==> src/rtl/code_decoder_pkg.sv <==
// Shared types and the code-to-word decode rule for the registered 3-to-8 decoder.
// The decode function is the single definition of one-hot / thermometer output.
package code_decoder_pkg;

    localparam int CODE_W = 3;
    localparam int OUT_W  = 8;

    typedef enum logic {
        ONEHOT = 1'b0,
        THERMO = 1'b1
    } dec_mode_t;

    // One-hot sets only bit `code`; thermometer sets every bit at or below `code`.
    function automatic logic [OUT_W-1:0] decode(input dec_mode_t mode,
                                                input logic [CODE_W-1:0] code);
        logic [OUT_W-1:0] word;
        word = '0;
        for (int i = 0; i < OUT_W; i++) begin
            if (mode == THERMO) begin
                word[i] = (i <= int'(code));
            end else begin
                word[i] = (i == int'(code));
            end
        end
        return word;
    endfunction

endpackage

==> src/rtl/sync_fifo.sv <==
// Single-clock FIFO with registered count; pushing when full or popping when
// empty is never requested by the owner, so neither case is guarded here.
module sync_fifo #(
    parameter int WIDTH = 4,
    parameter int DEPTH = 2,
    localparam int PTR_W = (DEPTH > 1) ? $clog2(DEPTH) : 1,
    localparam int CNT_W = $clog2(DEPTH + 1)
) (
    input  logic             clk,
    input  logic             rst,
    input  logic             push,
    input  logic [WIDTH-1:0] push_data,
    input  logic             pop,
    output logic [WIDTH-1:0] pop_data,
    output logic             full,
    output logic             empty,
    output logic [CNT_W-1:0] count
);

    logic [WIDTH-1:0] mem [DEPTH];
    logic [PTR_W-1:0] wr_ptr;
    logic [PTR_W-1:0] rd_ptr;

    function automatic logic [PTR_W-1:0] next_ptr(input logic [PTR_W-1:0] ptr);
        return (ptr == PTR_W'(DEPTH - 1)) ? '0 : ptr + PTR_W'(1);
    endfunction

    always_ff @(posedge clk) begin
        if (push) begin
            mem[wr_ptr] <= push_data;
        end
    end

    always_ff @(posedge clk) begin
        if (rst) begin
            wr_ptr <= '0;
            rd_ptr <= '0;
            count  <= '0;
        end else begin
            if (push) begin
                wr_ptr <= next_ptr(wr_ptr);
            end
            if (pop) begin
                rd_ptr <= next_ptr(rd_ptr);
            end
            case ({push, pop})
                2'b10:   count <= count + CNT_W'(1);
                2'b01:   count <= count - CNT_W'(1);
                default: count <= count;
            endcase
        end
    end

    assign pop_data = mem[rd_ptr];
    assign full     = (count == CNT_W'(DEPTH));
    assign empty    = (count == '0);

endmodule

==> src/rtl/code_decoder_stream.sv <==
// Flow-controlled 3-to-8 decoder: raw {mode, code} entries queue in a FIFO and
// are decoded as they load into the output register; an idle path bypasses the FIFO.
module code_decoder_stream
    import code_decoder_pkg::*;
#(
    parameter int DEPTH = 2
) (
    input  logic              clk,
    input  logic              rst,
    input  logic              in_valid,
    output logic              in_ready,
    input  logic [CODE_W-1:0] in_code,
    input  logic              in_mode,
    output logic              out_valid,
    input  logic              out_ready,
    output logic [OUT_W-1:0]  out_bits,
    output logic [15:0]       out_count
);

    localparam int ENTRY_W = CODE_W + 1;
    localparam int CNT_W   = $clog2(DEPTH + 1);

    logic [ENTRY_W-1:0] fifo_head;
    logic               fifo_full;
    logic               fifo_empty;
    logic [CNT_W-1:0]   fifo_count;

    logic in_fire;
    logic out_fire;
    logic load;
    logic fifo_pop;
    logic bypass;
    logic fifo_push;

    // Handshakes: a word moves on a rising edge where valid && ready are both high;
    // in_ready comes from registered FIFO occupancy only, never from out_ready.
    assign in_ready  = rst || (int'(fifo_count) < DEPTH);
    assign in_fire   = in_valid && in_ready && !rst;
    assign out_fire  = out_valid && out_ready;

    // Output register refills when empty or draining; the FIFO head has priority
    // over a fresh input so order is preserved.
    assign load      = !out_valid || out_ready;
    assign fifo_pop  = load && !fifo_empty;
    assign bypass    = load && fifo_empty && in_fire;
    assign fifo_push = in_fire && !bypass;

    sync_fifo #(
        .WIDTH (ENTRY_W),
        .DEPTH (DEPTH)
    ) u_fifo (
        .clk       (clk),
        .rst       (rst),
        .push      (fifo_push),
        .push_data ({in_mode, in_code}),
        .pop       (fifo_pop),
        .pop_data  (fifo_head),
        .full      (fifo_full),
        .empty     (fifo_empty),
        .count     (fifo_count)
    );

    always_ff @(posedge clk) begin
        if (rst) begin
            out_valid <= 1'b0;
            out_bits  <= '0;
            out_count <= '0;
        end else begin
            if (out_fire) begin
                out_count <= out_count + 16'd1;
            end
            if (load) begin
                if (!fifo_empty) begin
                    out_valid <= 1'b1;
                    out_bits  <= decode(dec_mode_t'(fifo_head[CODE_W]),
                                        fifo_head[CODE_W-1:0]);
                end else if (in_fire) begin
                    out_valid <= 1'b1;
                    out_bits  <= decode(dec_mode_t'(in_mode), in_code);
                end else begin
                    out_valid <= 1'b0;
                end
            end
        end
    end

    // The full flag and the occupancy count must always agree.
    always_ff @(posedge clk) begin
        if (!rst) begin
            assert (fifo_full == (int'(fifo_count) == DEPTH))
                else $error("fifo full flag disagrees with count");
        end
    end

endmodule

==> config.mk <==
export PLATFORM = sky130hd
export DESIGN_NAME = code_decoder_stream
export DESIGN_NICKNAME = d
export VERILOG_FILES = /design/src/rtl/code_decoder_pkg.sv /design/src/rtl/sync_fifo.sv /design/src/rtl/code_decoder_stream.sv
export SDC_FILE = /design/constraint.sdc
export NUM_CORES = 1
export LEC_CHECK = 0
export ABC_AREA = 1
export CAP_MARGIN = 30
export CORE_MARGIN = 4
export CORE_UTILIZATION = 56
export CTS_CLUSTER_DIAMETER = 80
export CTS_CLUSTER_SIZE = 28
export DETAILED_ROUTE_END_ITERATION = 16
export DONT_BUFFER_PORTS = 1
export PLACE_DENSITY = 0.76
export RECOVER_POWER = 25
export SYNTH_ARGS = -nofsm -noshare
export SYNTH_HDL_FRONTEND = slang
export SYNTH_SLANG_ARGS = --single-unit
==> constraint.sdc <==
create_clock -name clk -period 1.7 [get_ports clk]
set_clock_uncertainty 0.05 [all_clocks]
set_input_delay 0.17 -clock clk [delete_from_list [all_inputs] [get_ports clk]]
set_output_delay 0.17 -clock clk [all_outputs]
set_load 0.01 [all_outputs]
[Word-level counts from Yosys, hierarchy flattened]
Memory sizes are Yosys's and may differ from the RTL's. A register that Yosys moved wholly into a read port is not among the register bits.
Cells that the tools add are included.
Widths: inputs -> output; s select.
Word-level totals
  register bits after elaboration: 29
  bits in writable memories: 8
  input port bits: 8
  memories: 1
  output and inout port bits: 26
  logic and storage cells: 89
Operators by class
  reduce and logical (&&, ||, !) cells: 18
  mux-type cells: 27
  $add $sub $neg: 5
  magnitude comparators: 15
  equal/unequal tests: 17
Memory list
  u_fifo.mem: words 2, width 4, read ports 1, clocked after Yosys merged registers in 1, wr ports 1, line sync_fifo.sv:20  | logic [WIDTH-1:0] mem [DEPTH];
Operators by type and width (number)
  $eq 3x3->1 const A: 8
  $le 3x3->1 const A: 8
  $mux 1: 24
  $add 16x1->16 const B: 1
  $mux 8: 2
  $eq 2x3->1 const A: 4
  $le 2x3->1 const A: 4
  $logic_and 1x1->1: 7
  $eq 1x3->1 const A: 2
  $le 1x3->1 const A: 2
  $logic_not 3->1: 2
  $logic_not 1->1: 4
  $pmux 2 s2: 1
  $add 1x1->1 const B: 2
  $add 2x1->2 const B: 1
  $eq 2x1->1 const B: 1
  $eq 2x2->1 const B: 1
  $logic_not 2->1: 1
  $logic_or 1x1->1: 2
  $lt 2x2->1 const B: 1
  $ne 2x1->1 const B: 1
  $reduce_and 2->1: 1
  $reduce_bool 2->1: 1
  $sub 2x1->2 const B: 1

[Longest topological paths before layout]
Gate-level depths: netlist of run 1.
  depth after elaboration: 9
  gate-level depth with buffers: 10
  depth with buffers taken out: 10

[Hierarchy]
From an unflattened synthesis of run 1, not the netlist that was laid out.
Unflattened totals
  cell total of the unflattened synthesis: 266
  area total of the unflattened synthesis: 1873.0 µm²
Modules (own cells, without submodules)
  code_decoder_stream: area each 1362.6 µm², sequential area each 500.5 µm², cells each 221, instances 1
  sync_fifo: area each 510.5 µm², sequential area each 340.3 µm², cells each 45, instances 1

[Worst setup path before layout of run 1]
OpenSTA, ideal clock, no wires.
  path type: register to register
  start point: register out_valid
  end point: register u_fifo.count[1]
  path slack: 0.081 ns
  clock period less this slack: 1.619 ns
  stages on the path, launching flop included: 9
  buffers on the path: 0
  library setup time: 0.122 ns
  required time: 1.528 ns
  arrival time: 1.446 ns
  cells stage by stage: dfxtp_1 > nand2_1 > nand2_1 > nand3_1 > ha_1 > a21oi_1 > o21ai_0 > o21ai_0 > a21oi_1
On the way
  word-level cells in the longest chain between the ends: 8
  elaborated cells on any way between the ends: 11
  those cells by class: eq/ne (2); mux (1); reduce/logical (8)
Ends and longest elaborated chain
  start, declared: line code_decoder_stream.sv:14  | output logic out_valid,
  start signal, assigned: line code_decoder_stream.sv:65  | out_valid <= 1'b0;
  start signal, assigned: line code_decoder_stream.sv:74  | out_valid <= 1'b1;
  start signal, assigned: line code_decoder_stream.sv:78  | out_valid <= 1'b1;
  $logic_not 1->1 (*): line code_decoder_stream.sv:43  | assign load = !out_valid || out_ready;
  $logic_or 1x1->1 (*): line code_decoder_stream.sv:43
  $logic_and 1x1->1 (2 in a row): line code_decoder_stream.sv:45  | assign bypass = load && fifo_empty && in_fire;
  $logic_not 1->1: line code_decoder_stream.sv:46  | assign fifo_push = in_fire && !bypass;
  $logic_and 1x1->1: line code_decoder_stream.sv:46
  $eq 2x1->1 / $eq 2x2->1 (equally long branches): line sync_fifo.sv:46  | case ({push, pop})
  $pmux 2 s2 / $reduce_bool 2->1 (equally long branches)
  end signal, assigned: line sync_fifo.sv:47  | 2'b10: count <= count + CNT_W'(1);
  end signal, assigned: line sync_fifo.sv:48  | 2'b01: count <= count - CNT_W'(1);
  end signal, assigned: line sync_fifo.sv:49  | default: count <= count;
  end, declared: line sync_fifo.sv:17  | output logic [CNT_W-1:0] count
Mark *: on every way between the ends. The rest lies on a longest branch, timed or not.
A chain may end at the register's enable or synchronous reset.

[Worst setup path after layout of run 1]
  start point: register u_fifo.count[1]
  end point: register u_fifo.count[1]
On the way
  elaborated cells on any way between the ends: 17
  those cells by class: add/sub (2); order compare (1); eq/ne (2); mux (1); reduce/logical (11)
RTL lines
  $logic_not 2->1 (*): line sync_fifo.sv:56  | assign empty = (count == '0);
  $logic_not 1->1 (*)
  $logic_and 1x1->1 (*): line code_decoder_stream.sv:44  | assign fifo_pop = load && !fifo_empty;
  net fifo_pop: line code_decoder_stream.sv:31  | logic fifo_pop;
  $eq 2x1->1 / $eq 2x2->1 (equally long branches): line sync_fifo.sv:46
  $pmux 2 s2 / $reduce_bool 2->1 (equally long branches)
Mark *: on every way through the listed nets, which the timed path passes. The rest lies on a longest branch.

==> flow_summary.yaml, run 1 <==
die:
  std_cell_core_area_sq_um: 3340
  die_y_um: 66.9
  fp.dieArea_sq_um: 4480
  effective_utilization_at_floorplan_pct: 58.2
  floorplan.die.width_um: 66.9
  number_of_top_level_pins: 34
  rows: 21
timing:
  slew_headroom_pct: 76.4
  finalSetupTns_ps: 0
  setup_slack_ps: 145
  period_minus_slack_ps: 1560
  rsz_0062_raised_after_global_routing: "no"
  report.final.setup_viol: 0
  hold_violations: 0
  worst-slew-pin-transition_ps: 353
  slew_viol_final: 0
  max_clock_freq_ghz: 0.643
  period_share_pct: 91.5
synth:
  synthesis.area_sq_um: 1940
  number_of_warnings_issued_by_yosys: 0
  avgSynthCellArea_sq_um: 7.39
  synth.top_cells.by_area: "sky130_fd_sc_hd__dfxtp_1, sky130_fd_sc_hd__edfxtp_1, sky130_fd_sc_hd__nand2_1"
  synth_top_area_cell: "sky130_fd_sc_hd__dfxtp_1"
  postSynthCellCount: 263
  synth.top_cell.area_share_pct: 30.9
  ys_seq_area_share_pct: 43.3
  yosys_register_bits: 38
  synthDistinctLibCells: 28
  synthesized_net_count: 273
worst_setup_path:
  path_cells: "inv_1 -> nand2_2 -> nand2_1 -> inv_1 -> ha_4 -> a21oi_1 -> o21ai_1 -> o21ai_1 -> a21oi_1"
  logic_depth_of_the_worst_path_buffers_included: 9
  r2r_end: "u_fifo.count[1]"
  cp.required_ps: 1880
  endpoint_kind: "flop"
  startpoint: "u_fifo.count[1]"
  path_max_fanout: 4
  cp_top_family: "compound AO/OA/AOI/OAI gates"
  r2r-start: "u_fifo.count[1]"
  r2r_cells: 9
  worstSetupStartpointType: "flop"
  cpMaxStageDelayCell: "sky130_fd_sc_hd__dfxtp_1"
  critical_path_arrival_ps: 1740
  crit_path_end: "u_fifo.count[1]"
  critical_path_buf_inv_count: 2
  crit_type: "flop to flop"
  worst_reg_to_reg_setup_slack_ps: 140
  worst_path_largest_cell_delay_ps: 340
clock_tree:
  h-tree-depth: 2
  clkTransAtPathRegs_ps: 110
  cts_max_path_buffers: 2
  numClockSinks: 38
  clk-insertion-delay-late_ps: 350
  tritoncts.num_buffers: 5
  ctsRootBufferMaster: "sky130_fd_sc_hd__clkbuf_4"
  tritoncts: "done"
  total_setup_buffers_inserted_after_cts: 0
cells_and_area:
  commonest_cells_after_routing_fill_and_taps_aside: "sky130_fd_sc_hd__nand2_1, sky130_fd_sc_hd__inv_1, sky130_fd_sc_hd__dfxtp_1"
  nNetsFinal: 291
  synthToLayoutAreaGrowth_pct: 11.8
  sequential_area_sq_um: 842
  multi_input_comb_area_sq_um: 925
  num_antenna_cells: 0
  count_of_filler_cells_inserted_in_the_layout: 303
  layout-drive-gt1-share_pct: 15.6
  most_frequent_standard_cell_in_the_layout_excluding_fill_and_tap_cells: "sky130_fd_sc_hd__nand2_1"
power:
  worst_voltage_drop_across_the_vdd_grid_uv: 525
  power_per_cell_area_nw_per_um2: 1210
  leakage_nw: 0.898
detailed_routing:
  drcViolationCount: 0
  antenna_left: 0
  dr.pass1.iters: 5
  routed_wirelength_mm: 4.27
  drt-initial-drc-count: 69
  total_vias_in_the_final_route: 1720
  vias_per_cell: 5.24
  avgRoutedWirePerCell_um: 13.0
placement:
  port_buffers: 0
  dpl_worst_slack_ps: 47.2
  replace_congestion: 0.812
  half_perimeter_wire_length_after_detailed_placement_mm: 3.03
run:
  max-cap-violations: 0
grt:
  grt_max_degree: 13
  grt-ovfl-total: 0
  number_of_global_route_vias_before_repair: 1575
  grt.total_usage_pct: 20.8
  grt_pass1_wl_mm: 6.99
  initial_antenna_violation_count: 0
min_path:
  worst_min_path_class: "primary input to flop"
run_status:
  status: "complete, no violations"
==> state kept, by name (all words and copies together) (netlist names), named ones only <==
name / count
u_fifo.rd_ptr: 1
out_bits: 8
out_valid: 1
u_fifo.count: 2
out_count: 16
u_fifo.mem: 8
u_fifo.wr_ptr: 1
==> cells in the mapped netlist (all sizes together) <==
| cell type | count |
|---|---|
| edfxtp | 8 |
| o21bai | 1 |
| nand2 | 54 |
| a21oi | 22 |
| nor3b | 1 |
| nor3 | 3 |
| buf | 5 |
| xor2 | 1 |
| nand3 | 17 |
| o21a | 2 |
| o21ai | 31 |
| dfxtp | 30 |
| ha | 2 |
| inv | 43 |
| a31oi | 3 |
| nor2 | 36 |
| nand4 | 4 |
==> power breakdown <==
| group | switching (mW) | total [mW] | internal (mW) |
|---|---|---|---|
| sequential | 0.143 | 1.23 | 1.08 |
| combinational | 0.614 | 0.966 | 0.352 |
| clock | 0.287 | 0.443 | 0.155 |
| total | 1.04 | 2.63 | 1.59 |
==> stage by stage <==
| stage | cells | power (mW) | cell area (sq um) | hold slack (ps) | util (%) |
|---|---|---|---|---|---|
| 2_1_floorplan | 263 | 1.97 | 1940 | 190 | - |
| 3_3_place_gp | 313 | 2.12 | 2030 | 192 | 60.9 |
| 6_report | 328 | 2.63 | 2170 | 74.4 | 65.1 |
| 3_5_place_dp | 313 | 2.15 | 2030 | 192 | 60.9 |
| 4_1_cts | 328 | 2.61 | 2150 | 15.4 | 64.5 |
| 5_1_grt | 328 | 2.85 | 2170 | 78.7 | 65.1 |
==> timing repair <==
item,in CTS,in global routing
endpoints found under the hold margin,17,0
setup endpoints to repair,0,5
gates resized for setup,0,7
hold buffers,7,0
==> routing by layer <==
layer	routed length, um	global-route usage [%]	up-vias
met5	0	0	-
met4	63	7.34	0
met3	340	9.27	7
met2	2130	35.5	49
met1	1740	22.6	774
li1	-	-	890
==> worst min-delay path by stage <==
| stage | start | end | slack, ps | depth (start not counted) |
|---|---|---|---|---|
| 4_1_cts | out_ready | out_count[0] | 20 | 2 |
| 5_1_grt | in_code[1] | out_bits[5] | 80 | 3 |
| 2_1_floorplan | rst | out_count[7] | 190 | 1 |
| 3_3_place_gp | rst | out_count[7] | 190 | 1 |
| 6_report | in_code[1] | out_bits[5] | 70 | 3 |
| 3_5_place_dp | rst | out_count[7] | 190 | 1 |
==> cells by family (layout without fill, tap and decap cells) <==
family,Yosys count,in the layout,synth area share [%]
AOI/OAI and AO/OA,59,59,16.7
xor gates and xnor gates,1,1,0.451
adders and majority gates,2,2,1.29
buffers and inverters,48,67,10.2
DFF,38,38,43.3
and+or+nand+nor,115,115,28.1
==> cell type report <==
class | count | area share, %
sequential | 38 | 38.7
timing repair buffer | 16 | 6.33
multi-input combinational | 177 | 42.5
clock buffer | 6 | 1.90
clock inverter | 2 | 0.403
inverter | 43 | 7.43
tap | 46 | 2.65
==> tightest hold or removal path, cell delays in order <==
cell and delay, ps:
sky130_fd_sc_hd__nand2_1 70, sky130_fd_sc_hd__a21oi_1 80, sky130_fd_sc_hd__a21oi_1 120
Power figures use the tool's default switching activity.
==> run 2, diff against run 1 <==
CORE_UTILIZATION = 59   (was 56)
CTS_BUF_LIST = sky130_fd_sc_hd__clkbuf_4   (was not set)
PLACE_DENSITY = 0.8   (was 0.76)
==> run 2 against run 1 <==
Net effect:
- final area down 0.98%
- non-clock buffer count down 3
- routed wire length down 2.2%
- combinational power about the same
- global-route usage up 0.51 points
- fmax up 1.2%
- hold slack worse by 51 ps
- register-to-register slack better by 20 ps
- setup slack better by 18 ps
- die area down 4.5%
- clock power up 3%
- critical path type unchanged
- largest cell class unchanged
- largest power group unchanged
==> flow_summary.yaml, run 2 (synthesis results as in run 1) <==
clock_tree:
  clk-insertion-delay-late_ps: 340
  tritoncts: "done"
  total_setup_buffers_inserted_after_cts: 0
  ctsRootBufferMaster: "sky130_fd_sc_hd__clkbuf_4"
  cts_max_path_buffers: 2
  numClockSinks: 38
  clkTransAtPathRegs_ps: 110
  h-tree-depth: 2
  tritoncts.num_buffers: 5
min_path:
  worst_hold_path.num_cells: 3
  worst_min_path_class: "primary input to flop"
  worst_hold_path.endpoint: "out_count[0]"
  timing.hold.worst.start: "out_ready"
grt:
  number_of_global_route_vias_before_repair: 1614
  grt-ovfl-total: 0
  initial_antenna_violation_count: 0
  grt_max_degree: 20
  grt.total_usage_pct: 21.3
  grt_pass1_wl_mm: 7.06
power:
  power_frac_seq_pct: 46.1
  internal_power_mw: 1.61
  comb_power_share_pct: 36.6
  p_sw_share_pct: 39.1
  worst_voltage_drop_across_the_vdd_grid_uv: 879
  clockPowerShare_pct: 17.3
  power_per_cell_area_nw_per_um2: 1230
  leakage_nw: 0.890
  finalPower_mw: 2.64
  power_switching_mw: 1.03
die:
  fp.dieArea_sq_um: 4280
  die_y_um: 65.4
  rows: 20
  effective_utilization_at_floorplan_pct: 62.6
  floorplan.die.width_um: 65.4
  std_cell_core_area_sq_um: 3100
  number_of_top_level_pins: 34
timing:
  slew_headroom_pct: 79.8
  setup_slack_ps: 163
  hold_slack_ps: 22.9
  hold_violations: 0
  finalSetupTns_ps: 0
  period_minus_slack_ps: 1540
  worst-slew-pin-transition_ps: 302
  report.final.setup_viol: 0
  max_clock_freq_ghz: 0.650
  slew_viol_final: 0
  period_share_pct: 90.4
cells_and_area:
  synthToLayoutAreaGrowth_pct: 10.8
  commonest_cells_after_routing_fill_and_taps_aside: "sky130_fd_sc_hd__nand2_1, sky130_fd_sc_hd__inv_1, sky130_fd_sc_hd__dfxtp_1"
  most_frequent_standard_cell_in_the_layout_excluding_fill_and_tap_cells: "sky130_fd_sc_hd__nand2_1"
  num_antenna_cells: 0
  number_of_flip_flops_under_the_largest_register_name: 16
  largest_regs: "out_count: 16 flops, out_bits: 8 flops, u_fifo.mem: 8 flops"
  regMostFlops: "out_count"
  nNetsFinal: 288
  final_util_pct: 69.4
  layout-drive-gt1-share_pct: 16.5
worst_setup_path:
  r2r-start: "u_fifo.count[0]"
  r2r_end: "u_fifo.count[1]"
  worstSetupStartpointType: "flop"
  path_cells: "inv_1 -> nand2_2 -> inv_1 -> nand2_1 -> nand3_2 -> ha_4 -> a21oi_1 -> o21ai_1 -> o21ai_1 -> a21oi_1"
  worst_path_largest_cell_delay_ps: 370
  worst_reg_to_reg_setup_slack_ps: 160
  path_max_fanout: 4
  critical_path_arrival_ps: 1710
  startpoint: "u_fifo.count[0]"
  endpoint_kind: "flop"
  cpMaxStageDelayCell: "sky130_fd_sc_hd__dfxtp_2"
  crit_type: "flop to flop"
  cp.required_ps: 1880
  r2r_cells: 10
detailed_routing:
  antenna_left: 0
  avgRoutedWirePerCell_um: 12.9
  total_vias_in_the_final_route: 1719
  drt-initial-drc-count: 91
  vias_per_cell: 5.32
  routed_wirelength_mm: 4.18
  dr.pass1.iters: 4
  drcViolationCount: 0
run:
  max-cap-violations: 0
placement:
  replace_congestion: 0.828
  dpl_worst_slack_ps: 37.1
  port_buffers: 0
  half_perimeter_wire_length_after_detailed_placement_mm: 3.00
run_status:
  status: "complete, no violations"
run 2: cell count changes in the layout (fill, tap and decap cells not counted), sizes merged:
| cell | change |
|---|---|
| buf | -2 |
| dlygate4sd3 | -1 |
run 2: worst max-delay path: cells and delay by family, from the launching register on:
family	cells	cell delay [ps]
and+or+nand+nor	3	280
buffers and inverters	2	110
DFF	1	370
adders and majority gates	1	240
AOI/OAI and AO/OA	4	400
run 2: timing repair:
action | 4_1_cts | 5_1_grt
setup endpoints to repair | 0 | 9
gates resized for setup | 0 | 9
endpoints found under the hold margin | 16 | 0
hold buffers | 6 | 0
run 2: metrics by stage:
step | instances | area [sq um]
floorplan | 263 | 1940
global placement | 309 | 2010
detailed placement | 309 | 2010
CTS | 323 | 2130
global route | 323 | 2150
finish | 323 | 2150
run 2: worst max path at each step:
stage                                  to  cells after the start  slack [ps]
after global routing      u_fifo.count[1]                     10          -5
after floorplan           u_fifo.count[1]                      8          80
after global placement    u_fifo.count[1]                     10         120
after CTS                 u_fifo.count[1]                     10          20
final                     u_fifo.count[1]                     10         160
after detailed placement  u_fifo.count[1]                     10          40
run 2: layout make-up:
type,count,area [sq um]
clock buffer,6,45.0
clock inverter,2,10.0
fill,295,951
inverter,43,161
multi-input combinational,177,925
sequential,38,843
tap,44,55.1
timing repair buffer,13,113
run 2: power groups by stage:
stage / registers (mW) / logic, mW / clock network (mW)
3_5_place_dp: 1.23 / 0.902 / 0
3_3_place_gp: 1.23 / 0.887 / 0
2_1_floorplan: 1.22 / 0.745 / 0
4_1_cts: 1.21 / 0.923 / 0.470
5_1_grt: 1.24 / 1.12 / 0.521
6_report: 1.22 / 0.966 / 0.457
run 2: routing by layer:
layer | GRT usage (%) | up-vias | part of all wire [%]
met4 | 7.77 | 0 | 0.45
met3 | 7.18 | 2 | 7.5
met1 | 23.7 | 783 | 40
met2 | 37.4 | 52 | 52
met5 | 0 | - | 0
li1 | - | 882 | -
==> run 3, diff against run 2 <==
--- a/config.mk
+++ b/config.mk
@@ -10,3 +10,3 @@
 export CORE_MARGIN = 4
-export CORE_UTILIZATION = 59
+export CORE_UTILIZATION = 55
 export CTS_BUF_LIST = sky130_fd_sc_hd__clkbuf_4
@@ -16,3 +16,3 @@
 export DONT_BUFFER_PORTS = 1
-export PLACE_DENSITY = 0.8
+export PLACE_DENSITY = 0.75
 export RECOVER_POWER = 25
==> constraint.sdc (replaced) <==
create_clock -name clk -period 1.7 [get_ports clk]
set_clock_uncertainty 0.05 [all_clocks]
set_input_delay 0.255 -clock clk [delete_from_list [all_inputs] [get_ports clk]]
set_output_delay 0.255 -clock clk [all_outputs]
set_load 0.01 [all_outputs]
==> run 3 against run 2 <==
Net effect:
- flip-flop and latch count stayed put
- clock power is 32% higher
- final area is 1.5% higher
- first-iteration DRC count is 16% lower
- via count is 1.0% lower
- clock-buffer cell count is 1 lower
- combinational power hardly changed
- die area is 6.4% higher
- non-clock buffer count is 2 higher
- fmax is 3.3% lower
- largest power group unchanged
==> flow_summary.yaml, run 3 (synthesis results as in run 1) <==
power:
  worst_voltage_drop_across_the_vdd_grid_uv: 521
  comb_power_share_pct: 34.4
  power_switching_mw: 1.06
  power_per_cell_area_nw_per_um2: 1280
  p_sw_share_pct: 37.7
  power_frac_seq_pct: 44.0
  leakage_nw: 0.910
  internal_power_mw: 1.74
  clockPowerShare_pct: 21.6
clock_tree:
  clk-insertion-delay-late_ps: 340
  tritoncts.num_buffers: 5
  h-tree-depth: 2
  ctsRootBufferMaster: "sky130_fd_sc_hd__clkbuf_4"
  total_setup_buffers_inserted_after_cts: 0
  tritoncts: "done"
  numClockSinks: 38
  clkTransAtPathRegs_ps: 110
  cts_max_path_buffers: 2
placement:
  placed_area_sq_um: 2030
  port_buffers: 0
  replace_congestion: 0.826
  half_perimeter_wire_length_after_detailed_placement_mm: 3.09
detailed_routing:
  dr.pass1.iters: 4
  routed_wirelength_mm: 4.21
  vias_per_cell: 5.20
  drt-initial-drc-count: 76
  met2_routed_wirelength_mm: 2.12
  antenna_left: 0
  detailroute.wirelength.met3_um: 245
  length_of_routed_wiring_on_met1_mm: 1.73
  uppermost_signal_routing_layer_after_detailed_routing: "met4"
  avgRoutedWirePerCell_um: 12.9
  drcViolationCount: 0
  total_vias_in_the_final_route: 1701
grt:
  grt_max_degree: 18
  grt-ovfl-total: 0
  grt_pass1_wl_mm: 6.77
  initial_antenna_violation_count: 0
  number_of_global_route_vias_before_repair: 1611
  grt.total_usage_pct: 20.0
die:
  effective_utilization_at_floorplan_pct: 57.8
  rows: 21
  floorplan.die.width_um: 67.4
  die_y_um: 67.4
  fp.dieArea_sq_um: 4550
  number_of_top_level_pins: 34
  std_cell_core_area_sq_um: 3360
timing:
  slew_viol_final: 0
  max_clock_freq_ghz: 0.629
  worst-slew-pin-transition_ps: 340
  finalSetupTns_ps: 0
  period_share_pct: 93.6
  report.final.setup_viol: 0
  slew_headroom_pct: 77.2
  period_minus_slack_ps: 1590
  hold_violations: 0
  hold_slack_ps: 26.1
min_path:
  worst_min_path_class: "primary input to flop"
worst_setup_path:
  worstSetupStartpointType: "flop"
  critical_path_arrival_ps: 1560
  endpoint_kind: "flop"
  crit_type: "flop to flop"
  cp.required_ps: 1670
  path_max_fanout: 4
run:
  max-cap-violations: 0
run_status:
  status: "complete, no violations"
cells_and_area:
  regMostFlops: "out_count"
  final_util_pct: 65.0
  commonest_cells_after_routing_fill_and_taps_aside: "sky130_fd_sc_hd__nand2_1, sky130_fd_sc_hd__inv_1, sky130_fd_sc_hd__dfxtp_1"
  synthToLayoutAreaGrowth_pct: 12.4
  nNetsFinal: 290
  layout-drive-gt1-share_pct: 15.3
  largest_regs: "out_count: 16 flops, out_bits: 8 flops, u_fifo.mem: 8 flops"
  count_of_filler_cells_inserted_in_the_layout: 319
  number_of_flip_flops_under_the_largest_register_name: 16
  most_frequent_standard_cell_in_the_layout_excluding_fill_and_tap_cells: "sky130_fd_sc_hd__nand2_1"
  num_antenna_cells: 0
  postLayoutCellArea_sq_um: 2180
==> run 3: changes by cell type in the layout (fill, tap and decap cells not counted), sizes merged <==
cell / delta
bufinv: +1
buf: +2
clkbuf: -1
==> run 3: per-layer routing <==
| metal | global-route usage (%) | vias to the layer above |
|---|---|---|
| li1 | - | 886 |
| met1 | 20.6 | 767 |
| met2 | 36.2 | 36 |
| met3 | 6.82 | 12 |
| met4 | 9.11 | 0 |
| met5 | 0 | - |
==> run 3: critical path, cell delays in order (launching register included) <==
cell                      delay (ps)
sky130_fd_sc_hd__dfxtp_1         340
sky130_fd_sc_hd__inv_1            90
sky130_fd_sc_hd__nand2_2         110
sky130_fd_sc_hd__inv_1            60
sky130_fd_sc_hd__nand2_1          90
sky130_fd_sc_hd__nand3_2         100
sky130_fd_sc_hd__buf_4           160
sky130_fd_sc_hd__nor2_1          270
==> run 3: path summary, 6_finish.rpt <==
check / start / end / slack [ps] / cells past startpoint
max reg2reg: u_fifo.count[1] / u_fifo.mem[0][3] / 110 / 7
max: u_fifo.count[1] / u_fifo.mem[0][3] / 110 / 7
min: in_code[0] / out_bits[7] / 30 / 2
min reg2reg: u_fifo.rd_ptr / u_fifo.rd_ptr / 420 / 1
==> run 3: metrics by stage <==
stage	std cells	total power, mW	worst slack (ps)
global route	327	3.00	-12.9
global placement	313	2.14	124
detailed placement	313	2.16	58.4
floorplan	263	1.97	81.4
finish	327	2.80	110
CTS	327	2.77	27.1
==> run 3: cell type report <==
| type | instances | area [sq um] | area share [%] |
|---|---|---|---|
| clock inverter | 3 | 40.0 | 1.83 |
| tap | 46 | 57.6 | 2.63 |
| timing repair buffer | 15 | 128 | 5.84 |
| inverter | 43 | 161 | 7.39 |
| sequential | 38 | 841 | 38.5 |
| multi-input combinational | 177 | 920 | 42.1 |
| clock buffer | 5 | 37.5 | 1.72 |
==> run 3: power groups by stage <==
stage	logic [mW]	registers [mW]	clock network (mW)
after detailed placement	0.904	1.26	0
after CTS	0.922	1.23	0.616
after global routing	1.09	1.25	0.656
final	0.963	1.23	0.604
after floorplan	0.745	1.22	0
after global placement	0.888	1.25	0
==> run 3: repair_timing <==
action / CTS / global route
endpoints found under the hold margin: 14 / 0
hold buffers: 6 / 0
resized for setup: 0 / 4
setup endpoints to repair: 0 / 1
